==> src/rtl/id_stage_if.sv <==
// ID-stage bus: IF/ID inputs, writeback port, flush, IF stall controls and ID/EX outputs.
// The master modport is the id_stage side; slave is the surrounding pipeline.
interface id_stage_if;
   logic [31:0] if_id_pc_plus4;
   logic [31:0] if_id_instr;
   logic        wb_reg_write;
   logic [4:0]  wb_rd;
   logic [31:0] wb_data;
   logic        ex_flush;
   logic        pc_write;
   logic        if_id_write;
   logic [31:0] id_ex_pc_plus4;
   logic [31:0] id_ex_rs1_data;
   logic [31:0] id_ex_rs2_data;
   logic [31:0] id_ex_imm;
   logic [4:0]  id_ex_rs1;
   logic [4:0]  id_ex_rs2;
   logic [4:0]  id_ex_rd;
   logic [2:0]  id_ex_funct3;
   logic        id_ex_funct7b5;
   logic        id_ex_reg_write;
   logic        id_ex_mem_read;
   logic        id_ex_mem_write;
   logic        id_ex_mem_to_reg;
   logic        id_ex_alu_src;
   logic        id_ex_branch;
   logic [1:0]  id_ex_alu_op;

   modport master (
      input  if_id_pc_plus4, if_id_instr, wb_reg_write, wb_rd, wb_data, ex_flush,
      output pc_write, if_id_write,
      output id_ex_pc_plus4, id_ex_rs1_data, id_ex_rs2_data, id_ex_imm,
      output id_ex_rs1, id_ex_rs2, id_ex_rd, id_ex_funct3, id_ex_funct7b5,
      output id_ex_reg_write, id_ex_mem_read, id_ex_mem_write, id_ex_mem_to_reg,
      output id_ex_alu_src, id_ex_branch, id_ex_alu_op
   );

   modport slave (
      output if_id_pc_plus4, if_id_instr, wb_reg_write, wb_rd, wb_data, ex_flush,
      input  pc_write, if_id_write,
      input  id_ex_pc_plus4, id_ex_rs1_data, id_ex_rs2_data, id_ex_imm,
      input  id_ex_rs1, id_ex_rs2, id_ex_rd, id_ex_funct3, id_ex_funct7b5,
      input  id_ex_reg_write, id_ex_mem_read, id_ex_mem_write, id_ex_mem_to_reg,
      input  id_ex_alu_src, id_ex_branch, id_ex_alu_op
   );
endinterface

==> src/rtl/id_stage.sv <==
// RV32 decode stage: register file, control decode, immediates, load-use stall, ID/EX register.
// Define ID_STAGE_WB_BYPASS_EN to forward a same-cycle writeback onto the register read ports.
module id_stage (
   input logic        clk,
   input logic        reset,
   id_stage_if.master bus
);
   localparam logic [6:0] OP_R  = 7'b0110011;
   localparam logic [6:0] OP_I  = 7'b0010011;
   localparam logic [6:0] OP_LD = 7'b0000011;
   localparam logic [6:0] OP_ST = 7'b0100011;
   localparam logic [6:0] OP_BR = 7'b1100011;

   typedef struct packed {
      logic       reg_write;
      logic       mem_read;
      logic       mem_write;
      logic       mem_to_reg;
      logic       alu_src;
      logic       branch;
      logic [1:0] alu_op;
   } ctrl_t;

   function automatic logic [31:0] imm_i(input logic [31:0] ins);
      return {{20{ins[31]}}, ins[31:20]};
   endfunction

   function automatic logic [31:0] imm_s(input logic [31:0] ins);
      return {{20{ins[31]}}, ins[31:25], ins[11:7]};
   endfunction

   function automatic logic [31:0] imm_b(input logic [31:0] ins);
      return {{19{ins[31]}}, ins[31], ins[7], ins[30:25], ins[11:8], 1'b0};
   endfunction

   logic [31:0] regs [32];

   logic [31:0] instr;
   logic [6:0]  opcode;
   logic [4:0]  rs1, rs2, rd;
   logic [31:0] rs1_data, rs2_data;
   logic [31:0] imm_dec;
   ctrl_t       ctrl_dec;
   logic        hazard, bubble;

   logic [31:0] pc_plus4_p1, rs1_data_p1, rs2_data_p1, imm_p1;
   logic [4:0]  rs1_p1, rs2_p1, rd_p1;
   logic [2:0]  funct3_p1;
   logic        funct7b5_p1;
   ctrl_t       ctrl_p1;

   assign instr  = bus.if_id_instr;
   assign opcode = instr[6:0];
   assign rs1    = instr[19:15];
   assign rs2    = instr[24:20];
   assign rd     = instr[11:7];

   // Reset wins over writeback; x0 is never written.
   always_ff @(posedge clk) begin
      if (reset) begin
         for (int i = 0; i < 32; i++) regs[i] <= '0;
      end else if (bus.wb_reg_write && bus.wb_rd != 5'd0) begin
         regs[bus.wb_rd] <= bus.wb_data;
      end
   end

   always_comb begin
      rs1_data = (rs1 == 5'd0) ? 32'd0 : regs[rs1];
      rs2_data = (rs2 == 5'd0) ? 32'd0 : regs[rs2];
`ifdef ID_STAGE_WB_BYPASS_EN
      if (bus.wb_reg_write && bus.wb_rd != 5'd0 && bus.wb_rd == rs1) rs1_data = bus.wb_data;
      if (bus.wb_reg_write && bus.wb_rd != 5'd0 && bus.wb_rd == rs2) rs2_data = bus.wb_data;
`endif
   end

   always_comb begin
      ctrl_dec = '0;
      imm_dec  = '0;
      case (opcode)
         OP_R: begin
            ctrl_dec.reg_write = 1'b1;
            ctrl_dec.alu_op    = 2'b10;
         end
         OP_I: begin
            ctrl_dec.reg_write = 1'b1;
            ctrl_dec.alu_src   = 1'b1;
            ctrl_dec.alu_op    = 2'b10;
            imm_dec            = imm_i(instr);
         end
         OP_LD: begin
            ctrl_dec.reg_write  = 1'b1;
            ctrl_dec.mem_read   = 1'b1;
            ctrl_dec.mem_to_reg = 1'b1;
            ctrl_dec.alu_src    = 1'b1;
            imm_dec             = imm_i(instr);
         end
         OP_ST: begin
            ctrl_dec.mem_write = 1'b1;
            ctrl_dec.alu_src   = 1'b1;
            imm_dec            = imm_s(instr);
         end
         OP_BR: begin
            ctrl_dec.branch = 1'b1;
            ctrl_dec.alu_op = 2'b01;
            imm_dec         = imm_b(instr);
         end
         default: ;
      endcase
   end

   // A load in EX whose destination feeds this instruction holds IF/ID one cycle.
   assign hazard = ctrl_p1.mem_read && (rd_p1 != 5'd0) && ((rd_p1 == rs1) || (rd_p1 == rs2));
   assign bubble = bus.ex_flush || hazard;

   assign bus.pc_write    = reset || bus.ex_flush || !hazard;
   assign bus.if_id_write = reset || bus.ex_flush || !hazard;

   // ---- ID -> EX boundary ----
   always_ff @(posedge clk) begin
      if (reset) begin
         pc_plus4_p1 <= '0;
         rs1_data_p1 <= '0;
         rs2_data_p1 <= '0;
         imm_p1      <= '0;
         rs1_p1      <= '0;
         rs2_p1      <= '0;
         rd_p1       <= '0;
         funct3_p1   <= '0;
         funct7b5_p1 <= 1'b0;
         ctrl_p1     <= '0;
      end else begin
         pc_plus4_p1 <= bus.if_id_pc_plus4;
         rs1_data_p1 <= rs1_data;
         rs2_data_p1 <= rs2_data;
         imm_p1      <= imm_dec;
         rs1_p1      <= rs1;
         rs2_p1      <= rs2;
         rd_p1       <= rd;
         funct3_p1   <= instr[14:12];
         funct7b5_p1 <= instr[30];
         ctrl_p1     <= bubble ? '0 : ctrl_dec;
      end
   end

   assign bus.id_ex_pc_plus4   = pc_plus4_p1;
   assign bus.id_ex_rs1_data   = rs1_data_p1;
   assign bus.id_ex_rs2_data   = rs2_data_p1;
   assign bus.id_ex_imm        = imm_p1;
   assign bus.id_ex_rs1        = rs1_p1;
   assign bus.id_ex_rs2        = rs2_p1;
   assign bus.id_ex_rd         = rd_p1;
   assign bus.id_ex_funct3     = funct3_p1;
   assign bus.id_ex_funct7b5   = funct7b5_p1;
   assign bus.id_ex_reg_write  = ctrl_p1.reg_write;
   assign bus.id_ex_mem_read   = ctrl_p1.mem_read;
   assign bus.id_ex_mem_write  = ctrl_p1.mem_write;
   assign bus.id_ex_mem_to_reg = ctrl_p1.mem_to_reg;
   assign bus.id_ex_alu_src    = ctrl_p1.alu_src;
   assign bus.id_ex_branch     = ctrl_p1.branch;
   assign bus.id_ex_alu_op     = ctrl_p1.alu_op;
endmodule

==> src/flat_wrapper.sv <==
// flat-port wrapper written by rule: the top's interface ports become plain ports
module id_stage_flat 
  (clk, reset, bus_if_id_pc_plus4, bus_if_id_instr, bus_wb_reg_write, bus_wb_rd, bus_wb_data, bus_ex_flush, bus_pc_write, bus_if_id_write, bus_id_ex_pc_plus4, bus_id_ex_rs1_data, bus_id_ex_rs2_data, bus_id_ex_imm, bus_id_ex_rs1, bus_id_ex_rs2, bus_id_ex_rd, bus_id_ex_funct3, bus_id_ex_funct7b5, bus_id_ex_reg_write, bus_id_ex_mem_read, bus_id_ex_mem_write, bus_id_ex_mem_to_reg, bus_id_ex_alu_src, bus_id_ex_branch, bus_id_ex_alu_op);
  id_stage_if bus_i ();
  input logic clk;
  input logic reset;
  input wire logic [$bits(bus_i.if_id_pc_plus4)-1:0] bus_if_id_pc_plus4;
  input wire logic [$bits(bus_i.if_id_instr)-1:0] bus_if_id_instr;
  input wire logic [$bits(bus_i.wb_reg_write)-1:0] bus_wb_reg_write;
  input wire logic [$bits(bus_i.wb_rd)-1:0] bus_wb_rd;
  input wire logic [$bits(bus_i.wb_data)-1:0] bus_wb_data;
  input wire logic [$bits(bus_i.ex_flush)-1:0] bus_ex_flush;
  output wire logic [$bits(bus_i.pc_write)-1:0] bus_pc_write;
  output wire logic [$bits(bus_i.if_id_write)-1:0] bus_if_id_write;
  output wire logic [$bits(bus_i.id_ex_pc_plus4)-1:0] bus_id_ex_pc_plus4;
  output wire logic [$bits(bus_i.id_ex_rs1_data)-1:0] bus_id_ex_rs1_data;
  output wire logic [$bits(bus_i.id_ex_rs2_data)-1:0] bus_id_ex_rs2_data;
  output wire logic [$bits(bus_i.id_ex_imm)-1:0] bus_id_ex_imm;
  output wire logic [$bits(bus_i.id_ex_rs1)-1:0] bus_id_ex_rs1;
  output wire logic [$bits(bus_i.id_ex_rs2)-1:0] bus_id_ex_rs2;
  output wire logic [$bits(bus_i.id_ex_rd)-1:0] bus_id_ex_rd;
  output wire logic [$bits(bus_i.id_ex_funct3)-1:0] bus_id_ex_funct3;
  output wire logic [$bits(bus_i.id_ex_funct7b5)-1:0] bus_id_ex_funct7b5;
  output wire logic [$bits(bus_i.id_ex_reg_write)-1:0] bus_id_ex_reg_write;
  output wire logic [$bits(bus_i.id_ex_mem_read)-1:0] bus_id_ex_mem_read;
  output wire logic [$bits(bus_i.id_ex_mem_write)-1:0] bus_id_ex_mem_write;
  output wire logic [$bits(bus_i.id_ex_mem_to_reg)-1:0] bus_id_ex_mem_to_reg;
  output wire logic [$bits(bus_i.id_ex_alu_src)-1:0] bus_id_ex_alu_src;
  output wire logic [$bits(bus_i.id_ex_branch)-1:0] bus_id_ex_branch;
  output wire logic [$bits(bus_i.id_ex_alu_op)-1:0] bus_id_ex_alu_op;
  assign bus_i.if_id_pc_plus4 = bus_if_id_pc_plus4;
  assign bus_i.if_id_instr = bus_if_id_instr;
  assign bus_i.wb_reg_write = bus_wb_reg_write;
  assign bus_i.wb_rd = bus_wb_rd;
  assign bus_i.wb_data = bus_wb_data;
  assign bus_i.ex_flush = bus_ex_flush;
  assign bus_pc_write = bus_i.pc_write;
  assign bus_if_id_write = bus_i.if_id_write;
  assign bus_id_ex_pc_plus4 = bus_i.id_ex_pc_plus4;
  assign bus_id_ex_rs1_data = bus_i.id_ex_rs1_data;
  assign bus_id_ex_rs2_data = bus_i.id_ex_rs2_data;
  assign bus_id_ex_imm = bus_i.id_ex_imm;
  assign bus_id_ex_rs1 = bus_i.id_ex_rs1;
  assign bus_id_ex_rs2 = bus_i.id_ex_rs2;
  assign bus_id_ex_rd = bus_i.id_ex_rd;
  assign bus_id_ex_funct3 = bus_i.id_ex_funct3;
  assign bus_id_ex_funct7b5 = bus_i.id_ex_funct7b5;
  assign bus_id_ex_reg_write = bus_i.id_ex_reg_write;
  assign bus_id_ex_mem_read = bus_i.id_ex_mem_read;
  assign bus_id_ex_mem_write = bus_i.id_ex_mem_write;
  assign bus_id_ex_mem_to_reg = bus_i.id_ex_mem_to_reg;
  assign bus_id_ex_alu_src = bus_i.id_ex_alu_src;
  assign bus_id_ex_branch = bus_i.id_ex_branch;
  assign bus_id_ex_alu_op = bus_i.id_ex_alu_op;
  id_stage u_core (.clk(clk), .reset(reset), .bus(bus_i));
endmodule
==> config.mk <==
export PLATFORM = sky130hd
export DESIGN_NAME = id_stage_flat
export DESIGN_NICKNAME = d
export VERILOG_FILES = /design/src/rtl/id_stage_if.sv /design/src/rtl/id_stage.sv /design/src/flat_wrapper.sv
export SDC_FILE = /design/constraint.sdc
export NUM_CORES = 2
export LEC_CHECK = 0
export CAP_MARGIN = 10
export CELL_PAD_IN_SITES_DETAIL_PLACEMENT = 1
export CELL_PAD_IN_SITES_GLOBAL_PLACEMENT = 1
export CORE_UTILIZATION = 46
export DETAILED_ROUTE_END_ITERATION = 6
export PLACE_DENSITY = 0.83
export RECOVER_POWER = 100
export SYNTH_ARGS = -nofsm -noshare
export SYNTH_HDL_FRONTEND = slang
export SYNTH_SLANG_ARGS = --single-unit
export TNS_END_PERCENT = 5
==> constraint.sdc <==
create_clock -name clk -period 3 [get_ports clk]
set_input_delay 0.9 -clock clk [delete_from_list [all_inputs] [get_ports clk]]
set_output_delay 0.9 -clock clk [all_outputs]
set_load 0.02 [all_outputs]
==> results.py <==
metrics = {
    "layout": {
        "nets": 4821,
        "drive_gt1_frac": 0.208,
        "seq_area_um2": 33500,
        "multi_input_area_um2": 23300,
        "fillers": 11900,
        "area_growth_pct": 21.6,
    },
    "logic_synthesis": {
        "yosys-top-cells-count": "1,024 x edfxtp_1, 1,002 x and2_1, 452 x mux2i_1, 290 x clkbuf_1, 254 x mux4_2",
        "synth_xor_area_frac": 0.00151,
        "syn_area_um2": 58100,
        "yosys-top-cells-area": "edfxtp_1 53%, and2_1 11%, mux4_2 9.8%, mux2i_1 7.8%, dfxtp_1 4.6%",
        "yosysTopAreaCell": "edfxtp_1",
        "yosys.area_share.simple": 0.157,
        "synth.most_common_cell": "edfxtp_1",
        "synthArstFlopShare": 0,
        "yosysSeqAreaShare": 0.575,
        "synth_cells": 4304,
        "synthFlopType": "edfxtp_1",
        "synth_top_family_by_area": "multiplexers",
        "synth_mux_area_frac": 0.176,
        "synth_edf_count": 1024,
        "synth_top_area_frac": 0.529,
        "yosysWarnings": 0,
        "syn_area_per_cell_um2": 13.5,
        "synthAdderAreaFrac": 0,
        "synth_compound_area_frac": 0.0546,
        "ys_types": 46,
        "yosys_register_bits": 1159,
    },
    "power_and_ir_drop": {
        "seqPwrFrac": 0.482,
        "ir_worst_vdd_v": 0.000543,
        "swShare": 0.264,
        "leakage_nw": 26.0,
        "powerDensity_nw_per_um2": 561,
        "p_int_mw": 29.2,
        "p_clk_frac": 0.391,
        "combPwrFrac": 0.127,
        "switchingPower_mw": 10.5,
        "power_mw": 39.7,
    },
    "placement": {
        "hpwl_mm": 157,
        "io_buffers": 261,
        "gp_congestion": 0.917,
    },
    "floorplanning": {
        "coreArea_um2": 125000,
        "die-area_um2": 128000,
        "start_util": 0.464,
        "die_y_um": 357,
        "die_w_um": 357,
        "io-pin-count": 262,
        "rows": 130,
    },
    "global_routing": {
        "gr-total-overflow": 0,
        "grt_pass1_wl_mm": 344,
        "grt_max_degree": 99,
        "grt_usage": 0.383,
        "antenna_found_initial": 24,
        "grt_pass1_vias": 47000,
    },
    "timing": {
        "fin_setup_tns_ns": -0.151,
        "max_freq_mhz": 325,
        "maxSlewViolCount": 68,
        "period_minus_slack_ns": 3.08,
        "rsz0062_at_grt": "true",
        "slew_headroom": -0.324,
        "setup_viol_count_final": 2,
        "finalHoldViolCount": 0,
        "fin_crit_sh": 1.03,
        "finalWorstSetupSlack_ns": -0.0763,
        "tightest_slew_ns": 1.99,
        "final.setup_skew_ns": 0.0709,
    },
    "worst_hold_path": {
        "min_path_type": "input port to flip-flop",
        "whs_path_depth": 3,
        "hp-start": "reset",
    },
    "clock_network": {
        "cts.path.max_buffers": 3,
        "numCtsBuffers": 120,
        "clk_pin_slew_worst_paths_ns": 0.06,
        "cts_tree": "yes",
        "cts_sinks": 1159,
        "holdBufCountCts": 0,
        "clock-root-buffer": "clkbuf_16",
        "cts_max_level": 3,
        "insertion_delay_ns": 0.80,
    },
    "worst_setup_path": {
        "crit_slowest_cell": "dfxtp_4",
        "timing.critical_path.from": "u_core.bus.id_ex_rd[4]",
        "cp_top_family": "simple AND/OR/NAND/NOR gates",
        "worst-setup-path-type": "flip-flop to primary output",
        "start_kind": "flip-flop",
        "r2r-start": "u_core.regs[15][2]",
        "path_cells": "xor2_2 -> nor3_2 -> nand3_2 -> a21oi_4 -> nand2_4 -> buf_6",
        "crit_required_ns": 2.10,
        "cpPeakStageDelay_ns": 0.37,
        "worst_r2r_path_depth": 4,
        "path_buf_inv": 1,
        "worstPathArrival_ns": 2.18,
        "crit_cells": 6,
        "worst_setup_path_end_kind": "primary output",
        "cp_max_fo": 4,
    },
    "detailed_routing": {
        "drt_first_pass_iters": 6,
        "vias": 44700,
        "ant_nets": 0,
        "dr.first_iter.drc_count": 7155,
        "vias_per_cell": 6.88,
        "wl_mm": 248,
        "drc": 0,
        "wl_per_cell_um": 38.2,
    },
    "status": {
        "outcome": "finished with violations",
        "violations": "max-capacitance violations, max-slew violations, negative setup slack",
    },
    "run": {
        "max_cap_violations": 2,
    },
}
## logic make-up after synthesis
logic type / after synthesis
muxes: 706
other: 1
and+or+nand+nor: 1513
AOI/OAI and AO/OA: 464
buffers and inverters: 451
DFF: 1159
xor gates and xnor gates: 10
## final timing paths
| path | end | slack, ns |
|---|---|---|
| worst max register to register | u_core.bus.id_ex_rs1_data[2] | 1.10 |
| worst min register to register | u_core.bus.id_ex_rs1_data[22] | 0.74 |
| worst min-delay path | u_core.bus.id_ex_rd[2] | 0.53 |
| worst max-delay path | bus_pc_write | -0.08 |
## final cells by class
| class | instances | share of cell area |
|---|---|---|
| flip-flops and latches | 1159 | 0.473 |
| multi-input cells | 2725 | 0.329 |
| well taps | 1650 | 0.0292 |
| inverters | 5 | 0.000265 |
| clock inverters | 54 | 0.00800 |
| repair buffers | 705 | 0.111 |
| diodes | 20 | 0.000708 |
| clock buffers | 175 | 0.0484 |
## power groups by stage
stage               logic (mW)  registers (mW)  clock network, mW
finish                    5.05            19.1               15.5
global route              5.11            19.2               16.0
CTS                       4.88            19.1               15.4
detailed placement        4.80            19.4                  0
global placement          4.64            19.2                  0
floorplan                 2.30            19.3                  0
## state kept, by name, indices dropped and copies added, names as in the netlist, 2 cells and up
register	count
u_core.bus.id_ex_rs1	5
u_core.bus.id_ex_rs2	5
u_core.bus.id_ex_pc_plus4	32
u_core.bus.id_ex_funct3	3
u_core.bus.id_ex_imm	13
u_core.bus.id_ex_rs1_data	32
u_core.bus.id_ex_rs2_data	32
u_core.bus.id_ex_alu_op	2
u_core.bus.id_ex_rd	5
u_core.regs	1024
## tightest hold or removal path, stage by stage
cell and delay (ns):
buf_6 0.10, buf_12 0.19, nor2b_1 0.07
## cell usage in the layout, fill, tap and decap left out, types with 20 or more instances in the layout
master / count
nor2_4: 43
nand4_1: 63
a22oi_1: 252
clkinv_2: 24
nor2b_1: 117
mux2i_1: 452
clkbuf_1: 39
mux4_2: 254
buf_4: 288
a21oi_1: 123
nor2_1: 21
nand3_1: 136
conb_1: 32
and3_1: 59
buf_12: 151
diode_2: 20
a211oi_1: 65
or2_2: 33
and2_1: 997
dfxtp_1: 129
clkdlybuf4s50_1: 242
edfxtp_1: 1024
clkbuf_16: 122
## layer usage
| layer | GRT usage | share of wire |
|---|---|---|
| met5 | 0.00444 | 0.00094 |
| met4 | 0.248 | 0.076 |
| met2 | 0.589 | 0.45 |
| met3 | 0.130 | 0.14 |
| met1 | 0.460 | 0.33 |
## metrics by stage
step,cell area (µm²),utilization,std cells,hold slack (ns),setup slack [ns]
after floorplan,58300,-,4335,0.632,0.0102
after global placement,66600,0.531,6242,0.703,-0.810
after detailed placement,66600,0.531,6242,0.716,-0.745
after CTS,70600,0.563,6471,0.506,-0.158
after global routing,70700,0.563,6481,0.539,-0.0958
final,70700,0.564,6493,0.529,-0.0763
## what timing repair did
| item | in CTS | in global routing |
|---|---|---|
| resized for setup | 21 | 23 |
| buffers inserted | 0 | 2 |
| pin swaps | 5 | 9 |
| endpoints found under the setup margin | 23 | 3 |
| cloned | 0 | 0 |
No activity file was read; power rests on OpenSTA's default activity.
